$ cat config.mk
export PLATFORM = sky130hd
export DESIGN_NAME = gray_conv_arbiter_flat
export DESIGN_NICKNAME = d
export VERILOG_FILES = /design/src/rtl/gray_conv_arbiter_if.sv /design/src/rtl/gray_conv_arbiter.sv /design/src/flat_wrapper.sv
export SDC_FILE = /design/constraint.sdc
export NUM_CORES = 1
export LEC_CHECK = 0
export BUFFER_PORTS_ARGS = -buffer_cell sky130_fd_sc_hd__buf_2
export CORE_MARGIN = 2
export CORE_UTILIZATION = 50
export CTS_CLUSTER_DIAMETER = 60
export DETAILED_ROUTE_END_ITERATION = 10
export HOLD_SLACK_MARGIN = 0.1
export PLACE_DENSITY = 0.77
export RECOVER_POWER = 100
export REMOVE_ABC_BUFFERS = 1
export SETUP_SLACK_MARGIN = 0.4
export SLEW_MARGIN = 20
export SYNTH_ARGS = -nofsm -noshare
export SYNTH_HDL_FRONTEND = slang
export SYNTH_SLANG_ARGS = --single-unit
$ cat constraint.sdc
create_clock -name clk -period 2.4 [get_ports clk]
set_input_delay 0.6 -clock clk [delete_from_list [all_inputs] [get_ports clk]]
set_output_delay 0.6 -clock clk [all_outputs]
set_load 0.005 [all_outputs]
$ cat src/rtl/gray_conv_arbiter_if.sv
// Bundle between the two requesters, the result consumer and the shared
// Gray-to-binary engine.
interface gray_conv_arbiter_if #(
   parameter int WIDTH = 4
);
   logic             req0;
   logic [WIDTH-1:0] gray0;
   logic             req1;
   logic [WIDTH-1:0] gray1;
   logic             gnt0;
   logic             gnt1;
   logic [WIDTH-1:0] bin_out;
   logic             bin_id;
   logic             bin_valid;
   logic             bin_ack;
   logic             busy;

   modport master (
      output req0, gray0, req1, gray1, bin_ack,
      input  gnt0, gnt1, bin_out, bin_id, bin_valid, busy
   );

   modport slave (
      input  req0, gray0, req1, gray1, bin_ack,
      output gnt0, gnt1, bin_out, bin_id, bin_valid, busy
   );
endinterface

$ cat src/rtl/gray_conv_arbiter.sv
// Round-robin shared bit-serial Gray-to-binary converter for two requesters.
// The result is held, tagged with the requester ID, until the consumer acks.
module gray_conv_arbiter #(
   parameter int WIDTH = 4
) (
   input  logic                 clk,
   input  logic                 rst,
   gray_conv_arbiter_if.slave   bus
);
   localparam int CW = (WIDTH > 2) ? $clog2(WIDTH) : 1;

   typedef enum logic [1:0] {IDLE, CONV, DONE} state_t;

   state_t           state_q, state_d;
   logic             ptr_q, ptr_d;
   logic [CW-1:0]    cnt_q, cnt_d;
   logic [WIDTH-1:0] gray_q, gray_d;
   logic [WIDTH-1:0] bin_q, bin_d;
   logic             id_q, id_d;
   logic             valid_q, valid_d;
   logic             gnt0_q, gnt0_d;
   logic             gnt1_q, gnt1_d;
   logic             busy_q, busy_d;

   logic             serve0;
   logic             serve1;
   logic             new_bit;

   // Pointer only breaks ties; a lone request always wins.
   assign serve0  = bus.req0 & (~bus.req1 | ~ptr_q);
   assign serve1  = bus.req1 & (~bus.req0 |  ptr_q);
   assign new_bit = bin_q[0] ^ gray_q[WIDTH-1];

   always_ff @(posedge clk) begin
      if (rst) begin
         state_q <= IDLE;
         ptr_q   <= 1'b0;
         cnt_q   <= '0;
         gray_q  <= '0;
         bin_q   <= '0;
         id_q    <= 1'b0;
         valid_q <= 1'b0;
         gnt0_q  <= 1'b0;
         gnt1_q  <= 1'b0;
         busy_q  <= 1'b0;
      end else begin
         state_q <= state_d;
         ptr_q   <= ptr_d;
         cnt_q   <= cnt_d;
         gray_q  <= gray_d;
         bin_q   <= bin_d;
         id_q    <= id_d;
         valid_q <= valid_d;
         gnt0_q  <= gnt0_d;
         gnt1_q  <= gnt1_d;
         busy_q  <= busy_d;
      end
   end

   always_comb begin
      state_d = state_q;
      ptr_d   = ptr_q;
      cnt_d   = cnt_q;
      gray_d  = gray_q;
      bin_d   = bin_q;
      id_d    = id_q;
      valid_d = valid_q;
      gnt0_d  = 1'b0;
      gnt1_d  = 1'b0;

      case (state_q)
         IDLE: begin
            if (serve0 || serve1) begin
               gray_d  = serve1 ? bus.gray1 : bus.gray0;
               id_d    = serve1;
               bin_d   = '0;
               cnt_d   = CW'(WIDTH - 1);
               gnt0_d  = serve0;
               gnt1_d  = serve1;
               ptr_d   = serve0;
               state_d = CONV;
            end
         end
         CONV: begin
            // bin_q starts at zero, so the first bit is just the Gray MSB.
            bin_d  = {bin_q[WIDTH-2:0], new_bit};
            gray_d = {gray_q[WIDTH-2:0], 1'b0};
            if (cnt_q == '0) begin
               valid_d = 1'b1;
               state_d = DONE;
            end else begin
               cnt_d = cnt_q - CW'(1);
            end
         end
         DONE: begin
            if (bus.bin_ack) begin
               valid_d = 1'b0;
               state_d = IDLE;
            end
         end
         default: state_d = IDLE;
      endcase

      busy_d = (state_d != IDLE);
   end

   assign bus.gnt0      = gnt0_q;
   assign bus.gnt1      = gnt1_q;
   assign bus.bin_out   = bin_q;
   assign bus.bin_id    = id_q;
   assign bus.bin_valid = valid_q;
   assign bus.busy      = busy_q;
endmodule
$ cat src/flat_wrapper.sv
// flat-port wrapper written by rule: the top's interface ports become plain ports
module gray_conv_arbiter_flat 
#(
   parameter int WIDTH = 4
)
  (clk, rst, bus_req0, bus_gray0, bus_req1, bus_gray1, bus_bin_ack, bus_gnt0, bus_gnt1, bus_bin_out, bus_bin_id, bus_bin_valid, bus_busy);
  gray_conv_arbiter_if #(.WIDTH(WIDTH)) bus_i ();
  input  logic clk;
  input  logic rst;
  input wire logic [$bits(bus_i.req0)-1:0] bus_req0;
  input wire logic [$bits(bus_i.gray0)-1:0] bus_gray0;
  input wire logic [$bits(bus_i.req1)-1:0] bus_req1;
  input wire logic [$bits(bus_i.gray1)-1:0] bus_gray1;
  input wire logic [$bits(bus_i.bin_ack)-1:0] bus_bin_ack;
  output wire logic [$bits(bus_i.gnt0)-1:0] bus_gnt0;
  output wire logic [$bits(bus_i.gnt1)-1:0] bus_gnt1;
  output wire logic [$bits(bus_i.bin_out)-1:0] bus_bin_out;
  output wire logic [$bits(bus_i.bin_id)-1:0] bus_bin_id;
  output wire logic [$bits(bus_i.bin_valid)-1:0] bus_bin_valid;
  output wire logic [$bits(bus_i.busy)-1:0] bus_busy;
  assign bus_i.req0 = bus_req0;
  assign bus_i.gray0 = bus_gray0;
  assign bus_i.req1 = bus_req1;
  assign bus_i.gray1 = bus_gray1;
  assign bus_i.bin_ack = bus_bin_ack;
  assign bus_gnt0 = bus_i.gnt0;
  assign bus_gnt1 = bus_i.gnt1;
  assign bus_bin_out = bus_i.bin_out;
  assign bus_bin_id = bus_i.bin_id;
  assign bus_bin_valid = bus_i.bin_valid;
  assign bus_busy = bus_i.busy;
  gray_conv_arbiter #(.WIDTH(WIDTH)) u_core (.clk(clk), .rst(rst), .bus(bus_i));
endmodule
# == Yosys cells after proc, flatten, opt, wreduce, memory -nomap -nowiden ==
# Index checks and enable logic that the tools add are counted.
# totals
out_inout_bits,9
ff_bits,18
in_bits,13
wordCells,53
latch_bits,0
n_memories,0
romBits,0
mem_bits_rw,0
# classes
div,0
n_mul,0
n_mux,15
n_lt_le_gt_ge,0
eq_ne,6
addsub,1
shifts,0
n_reduce_logical,11
bitwise,10
# op_table
op,count
$pmux 4 s2,2
$mux 4,3
$mux 2,5
$pmux 2 s3,1
$reduce_and 3->1,2
$reduce_bool 2->1,3
$not 1->1,5
$logic_not 2->1,2
$ne 2x1->1 const B,2
$ne 2x2->1 const B,2
$pmux 2 s2,1
$reduce_and 2->1,2
$reduce_or 3->1,1
$and 1x1->1,2
$eq 2x1->1 const B,1
$eq 2x2->1 const B,1
$mux 1,2
$or 1x1->1,2
$pmux 1 s2,1
$sub 2x1->2 const B,1
$logic_or 1x1->1,1
$xor 1x1->1,1

# == Depth between registers and ports, before layout ==
# Gate-level depths: netlist of the first run.
# depth
word_depth,7
depth_mapped,6
mapped_depth_nobuf,6

# == Worst setup path before layout of the first run ==
# Ideal clock, no wire load.
# synth_timing
path_type,input to register
startpoint,input bus_req0
endpoint,register u_core.gray_q[1]
setup_time_ns,0.100
arrival_time_ns,1.292
t_required_ns,2.300
setup_slack_ns,1.009
cell_stages,4
path_cell_list,inv_1 > o21ai_4 > mux2i_1 > a2111oi_4
# synth_between
elab_chain_cells,6
# synth_lines
element,line_no,rtl
start: declaration,flat_wrapper.sv:10,input wire logic [$bits(bus_i.req0)-1:0] bus_req0;
$not 1->1,gray_conv_arbiter.sv:31,assign serve1 = bus.req1 & (~bus.req0 | ptr_q);
$or 1x1->1,gray_conv_arbiter.sv:31,
$and 1x1->1,gray_conv_arbiter.sv:31,
$mux 4 / $logic_or 1x1->1 (equally long branches),"gray_conv_arbiter.sv:74, gray_conv_arbiter.sv:73",
$mux 4 / $ne 2x1->1 (equally long branches),--,
$pmux 4 s2 / $reduce_and 2->1 (equally long branches),--,
end signal: assignment,gray_conv_arbiter.sv:50,gray_q <= gray_d;
end: declaration,gray_conv_arbiter.sv:17,"logic [WIDTH-1:0] gray_q, gray_d;"
# Parallel ways exist; a longest one is shown, timed or not. The select of a mux whose other input is x is not followed.
# A chain may end at the register's enable or synchronous reset.

# == Worst setup path after layout of the first run ==
# Same ends and word-level chain as after synthesis.

==> results_dict.tcl, run 1 <==
set metrics [dict create \
    status "complete, no violations" \
    final_nets 122 \
    synth_area_per_cell_um2 9.10 \
    period_share_pct 75.9 \
    yosys_warnings 0 \
    die_area_um2 1880 \
    min_path_type "reg2reg" \
    die_h_um 43.3 \
    clock_sinks 18 \
    cts_buffer_depth 2 \
    drtIter0Drc 5 \
    hold_path_depth 2 \
    finalCriticalPeriod_ns 1.82 \
    hpwl_um 1050 \
    post-cts-setup-buffers 0 \
    cts_tree "built" \
    r2r_end "u_core.gray_q[1]" \
    rsz0062_at_grt "false" \
    slew_viol_final 0 \
    tightest_slew_ns 0.787 \
    setup_viol 0 \
    vias 658 \
    leakagePower_nw 0.396 \
    fin_area_um2 886 \
    drc_errors 0 \
    syn_to_final_growth_pct 14.6 \
    fmaxAchievable_mhz 549 \
    cp_max_fo 6 \
    min_from "u_core.bus.bin_id" \
    grt.total_usage_pct 17.2 \
    antenna_found_initial 0 \
    fill_cells 149 \
    reg2reg_from "u_core.ptr_q" \
    reg2reg_slack_ns 0.73 \
    async_flop_share_pct 0 \
    die_x_um 43.3 \
    clkTransAtPathRegs_ns 0.10 \
    required_ns 2.60 \
    clkLatencyLatePin_ns 0.29 \
    multiInputGateArea_um2 363 \
    globalplace.congestion 0.792 \
    via_per_inst 5.39 \
    boundaryPins 22 \
    finalPower_mw 0.639 \
    grt_pass1_wl_um 2440 \
    synthCells 85 \
    p_per_area_nw_per_um2 721 \
    ctsHoldBuffers 0 \
    ys.flop_type "dfxtp_1" \
    peakVddDrop_mv 0.407 \
    place_area_um2 886 \
    finalSetupTns_ns 0 \
    fin_util_pct 60.2 \
    ff2ff_path_depth 3 \
    synth_area_um2 773 \
    wire_per_inst_um 11.8 \
    grt_max_degree 18 \
    worstSetupStartpointType "input port" \
    ant_nets 0 \
    seqCellArea_um2 360 \
    core_um2 1470 \
    grt_pass1_vias 603 \
    numPortBuffers 21 \
    crit_arrival_ns 2.02 \
    htreeDepth 1 \
    drt-total-wl_um 1450 \
    start_util_pct 52.6 \
    synth.ff_latch_count 18 \
    cts_resized 0 \
    synth.distinct_cells 29 \
    hold_viol_final 0 \
    num_rows 14 \
    grt-ovfl-total 0 \
    n_antenna_cell 0 \
    cts_root_buf "clkbuf_4" \
    skew_ns 0.00197 \
    drv_cap 0 \
    cp-end-kind "flop" \
    first_pass_iters 3 \
    whs_endpoint "u_core.bus.bin_id" \
    drive_above_1_share_pct 23.6 \
    numCtsBuffers 3 \
    synth_seq_area_share_pct 46.6 \
    synth_edf_count 0 \
    worstSetupPathType "in2reg" \
    max_slew_margin_pct 46.9 \
]
==> worst max-delay path: stages <==
cell and delay, ns:
clkbuf_1 0.14, inv_1 0.05, o21ai_0 0.62, mux2i_1 0.24
a2111oi_4 0.36
==> cell type report <==
| cell class | count | share of cell area, % |
|---|---|---|
| clock buffer | 3 | 2.54 |
| inverter | 5 | 2.12 |
| multi-input combinational | 59 | 41.0 |
| sequential | 18 | 40.7 |
| tap | 16 | 2.26 |
| timing repair buffer | 21 | 11.4 |
==> report_power, final <==
group | total [mW] | internal (mW) | switching (mW)
registers | 0.352 | 0.330 | 0.0220
logic | 0.140 | 0.0621 | 0.0781
clock network | 0.146 | 0.0584 | 0.0881
total | 0.639 | 0.451 | 0.188
==> layer usage <==
metal  wire length [um]  share of wire (%)  vias to the layer above  global-route usage (%)
met5                  0                  0                        -                       0
met4                 18                1.2                        0                    7.27
met3                 73                5.1                        2                    3.83
met2                684                 47                       16                    27.2
met1                670                 46                      302                    22.5
li1                   -                  -                      338                       -
==> cell usage in the layout (no fill, tap or decap), drive strengths merged <==
master / n
a2111oi: 1
a211oi: 2
a21o: 2
a21oi: 7
a22oi: 5
a31oi: 1
buf: 18
clkbuf: 6
clkinv: 1
dfxtp: 18
ha: 1
inv: 4
mux2i: 3
nand2: 7
nand2b: 2
nand3: 2
nor2: 14
nor2b: 2
nor3: 2
o21ai: 1
o221ai: 1
o22ai: 2
or2: 2
or3: 2
==> flip-flops by register name (all words and copies together), names as in the netlist <==
name,count
u_core.gray_q,4
u_core.cnt_q,2
u_core.bus.gnt1,1
u_core.state_q,2
u_core.bus.gnt0,1
u_core.bus.busy,1
u_core.bus.bin_out,4
u_core.ptr_q,1
u_core.bus.bin_valid,1
u_core.bus.bin_id,1
==> synth_stat cells, types with 2 or more instances <==
library cell / instances / share of area [%]
nor2b_1: 2 / 1.6
a21o_1: 2 / 1.9
nand2_1: 7 / 3.4
mux2i_1: 3 / 3.9
a21oi_1: 6 / 3.9
nor2_1: 13 / 6.3
a211oi_1: 2 / 1.9
nand2b_1: 2 / 1.6
dfxtp_1: 18 / 47
clkbuf_1: 2 / 0.97
inv_2: 2 / 0.97
o22ai_1: 2 / 1.6
nand3_1: 2 / 1.3
inv_1: 3 / 1.5
a22oi_1: 5 / 4.9
==> logic make-up after synthesis <==
logic type               share of synthesized area [%]
adder cells (fa/ha/maj)                           1.62
flip-flops                                        46.6
buffers and inverters                             4.05
AO/OA/AOI/OAI                                     23.0
AND/OR/NAND/NOR                                   20.9
multiplexers                                      3.88
==> stage by stage <==
stage          worst slack (ns)  cells  hold WS (ns)
2_1_floorplan              1.01     82         0.447
5_1_grt                   0.440    122         0.492
4_1_cts                   0.943    122         0.484
3_5_place_dp              0.797    119         0.471
6_report                  0.579    122         0.482
3_3_place_gp              0.811    119         0.454
==> worst max-delay path by stage <==
| stage | cells past startpoint | startpoint | to |
|---|---|---|---|
| 3_5_place_dp | 5 | bus_req0 | u_core.gray_q[1] |
| 6_report | 5 | bus_req0 | u_core.gray_q[1] |
| 4_1_cts | 4 | u_core.state_q[0] | u_core.bus.bin_out[0] |
| 2_1_floorplan | 4 | bus_req0 | u_core.gray_q[1] |
| 5_1_grt | 5 | bus_req0 | u_core.gray_q[1] |
| 3_3_place_gp | 5 | bus_req0 | u_core.gray_q[1] |
Note: power is estimated with default switching activity, not from simulation.
==> run 2, diff against run 1 <==
Settings changed: CORE_UTILIZATION 50 to 44, PLACE_DENSITY 0.77 to 0.72.
Clock period 2.4 ns to 1.6 ns, I/O delays scaled along.
==> run 2 against run 1 <==
First-iteration DRC count grew to 2.8 times the previous value. Clock skew is 0.0039 ns higher. Wire length is 13% higher. Critical endpoint is now u_core.gray_q[3]. Die area is 12% higher. Final cell count is 6.6% higher. Highest routed layer unchanged.
==> results_dict.tcl, run 2 (same netlist as run 1, synthesis figures left out) <==
set metrics [dict create \
    first_pass_iters 4 \
    skew_ns 0.00584 \
    wire_per_inst_um 12.6 \
    grt-ovfl-total 0 \
    clock_sinks 18 \
    rsz0062_at_grt "true" \
    final_common_cell "buf_2" \
    p_per_area_nw_per_um2 1040 \
    globalplace.congestion 0.749 \
    min_from "bus_req0" \
    cts_tree "built" \
    reg2reg_from "u_core.state_q[1]" \
    grt_pass1_wl_um 2480 \
    setup_viol 0 \
    drtIter0Drc 14 \
    n_antenna_cell 0 \
    syn_to_final_growth_pct 23.5 \
    vias 700 \
    cp-end-kind "flop" \
    status "complete, no violations" \
    place_area_um2 895 \
    numCtsBuffers 3 \
    min_path_type "in2reg" \
    clkTransAtPathRegs_ns 0.10 \
    crit_cells 3 \
    cts_root_buf "clkbuf_4" \
    cp_cell_sequence "nor3_2, nand2b_1, o22ai_1" \
    die_area_um2 2110 \
    drt-total-wl_um 1630 \
    required_ns 1.81 \
    final_cell_mix "buf_2 (19), dfxtp_1 (18), nor2_1 (13)" \
    cts_buffer_depth 2 \
    r2r_end "u_core.gray_q[3]" \
    drive_above_1_share_pct 30.1 \
    antenna_found_initial 0 \
    drc_errors 0 \
    die_h_um 45.9 \
    worstSetupPathType "reg2reg" \
    leakagePower_nw 0.431 \
    num_rows 15 \
    drv_cap 0 \
    period_share_pct 79.7 \
    fin_area_um2 955 \
    tightest_slew_ns 0.473 \
    grt_pass1_vias 614 \
    htreeDepth 1 \
    grt.total_usage_pct 16.5 \
    endpoint "u_core.gray_q[3]" \
    via_per_inst 5.38 \
    max_slew_margin_pct 68.3 \
    finalCriticalPeriod_ns 1.27 \
    slew_viol_final 0 \
    peakVddDrop_mv 0.540 \
    cp_top_family "simple AND/OR/NAND/NOR gates" \
    crit_start "u_core.state_q[1]" \
    path_buf_inv 0 \
    grt_max_degree 18 \
    slowest_stage "nor3_2" \
    hold_viol_final 0 \
    cp_max_fo 7 \
    crit_arrival_ns 1.48 \
    clkLatencyLatePin_ns 0.28 \
    final_nets 129 \
    die_x_um 45.9 \
    reg2reg_slack_ns 0.33 \
    ant_nets 0 \
    core_um2 1690 \
    start_util_pct 45.8 \
    finalSetupTns_ns 0 \
    hpwl_um 1190 \
    numPortBuffers 21 \
    ff2ff_path_depth 3 \
    worstSetupStartpointType "flop" \
    boundaryPins 22 \
    slowest_delay_ns 0.45 \
    fmaxAchievable_mhz 785 \
]
[run 2: how the worst min path moves through the flow]
stage | cells past startpoint | end
global route | 3 | u_core.bus.gnt0
CTS | 3 | u_core.state_q[1]
floorplan | 2 | u_core.cnt_q[0]
global placement | 2 | u_core.bus.bin_id
finish | 3 | u_core.ptr_q
detailed placement | 2 | u_core.bus.bin_id
[run 2: repair_timing]
action,4_1_cts,5_1_grt
cloned,0,0
buffers inserted,2,4
gates resized for setup,7,6
pin swaps,1,6
setup endpoints to repair,10,11
hold buffers,0,0
[run 2: per-layer routing]
| layer | up-vias | GRT usage [%] | routed length (um) |
|---|---|---|---|
| met3 | 2 | 3.57 | 78 |
| met2 | 21 | 28.3 | 823 |
| met1 | 323 | 19.5 | 720 |
| met5 | - | 0 | 0 |
| met4 | 0 | 6.86 | 12 |
| li1 | 354 | - | - |
[run 2: stage by stage]
stage / hold WS (ns) / total power, mW / cells / util [%] / worst slack [ns]
after detailed placement: 0.467 / 0.767 / 121 / 53.0 / 0.163
final: 0.404 / 0.990 / 130 / 56.5 / 0.326
after global routing: 0.394 / 1.06 / 130 / 56.5 / 0.222
after global placement: 0.458 / 0.759 / 121 / 53.0 / 0.207
after CTS: 0.403 / 1.00 / 126 / 56.2 / 0.357
after floorplan: 0.447 / 0.688 / 82 / - / 0.367
[run 2: report_power, final]
group | total [mW] | leakage, nW | internal [mW] | switching (mW)
Clock | 0.215 | 0.0138 | 0.0873 | 0.127
Combinational | 0.245 | 0.269 | 0.114 | 0.130
Sequential | 0.530 | 0.148 | 0.496 | 0.0349
Total | 0.990 | 0.431 | 0.697 | 0.293
[run 2: final cells by class]
cell class	count	area, um^2
Fill cell	164	734
Multi-Input combinational cell	59	384
Sequential cell	18	360
Timing Repair Buffer	28	148
Clock buffer	3	22.5
Tap cell	17	21.3
Inverter	5	18.8
[run 2: worst min-delay path, stage by stage]
cell,delay [ns]
buf_2,0.12
nand3_1,0.07
a21oi_1,0.06
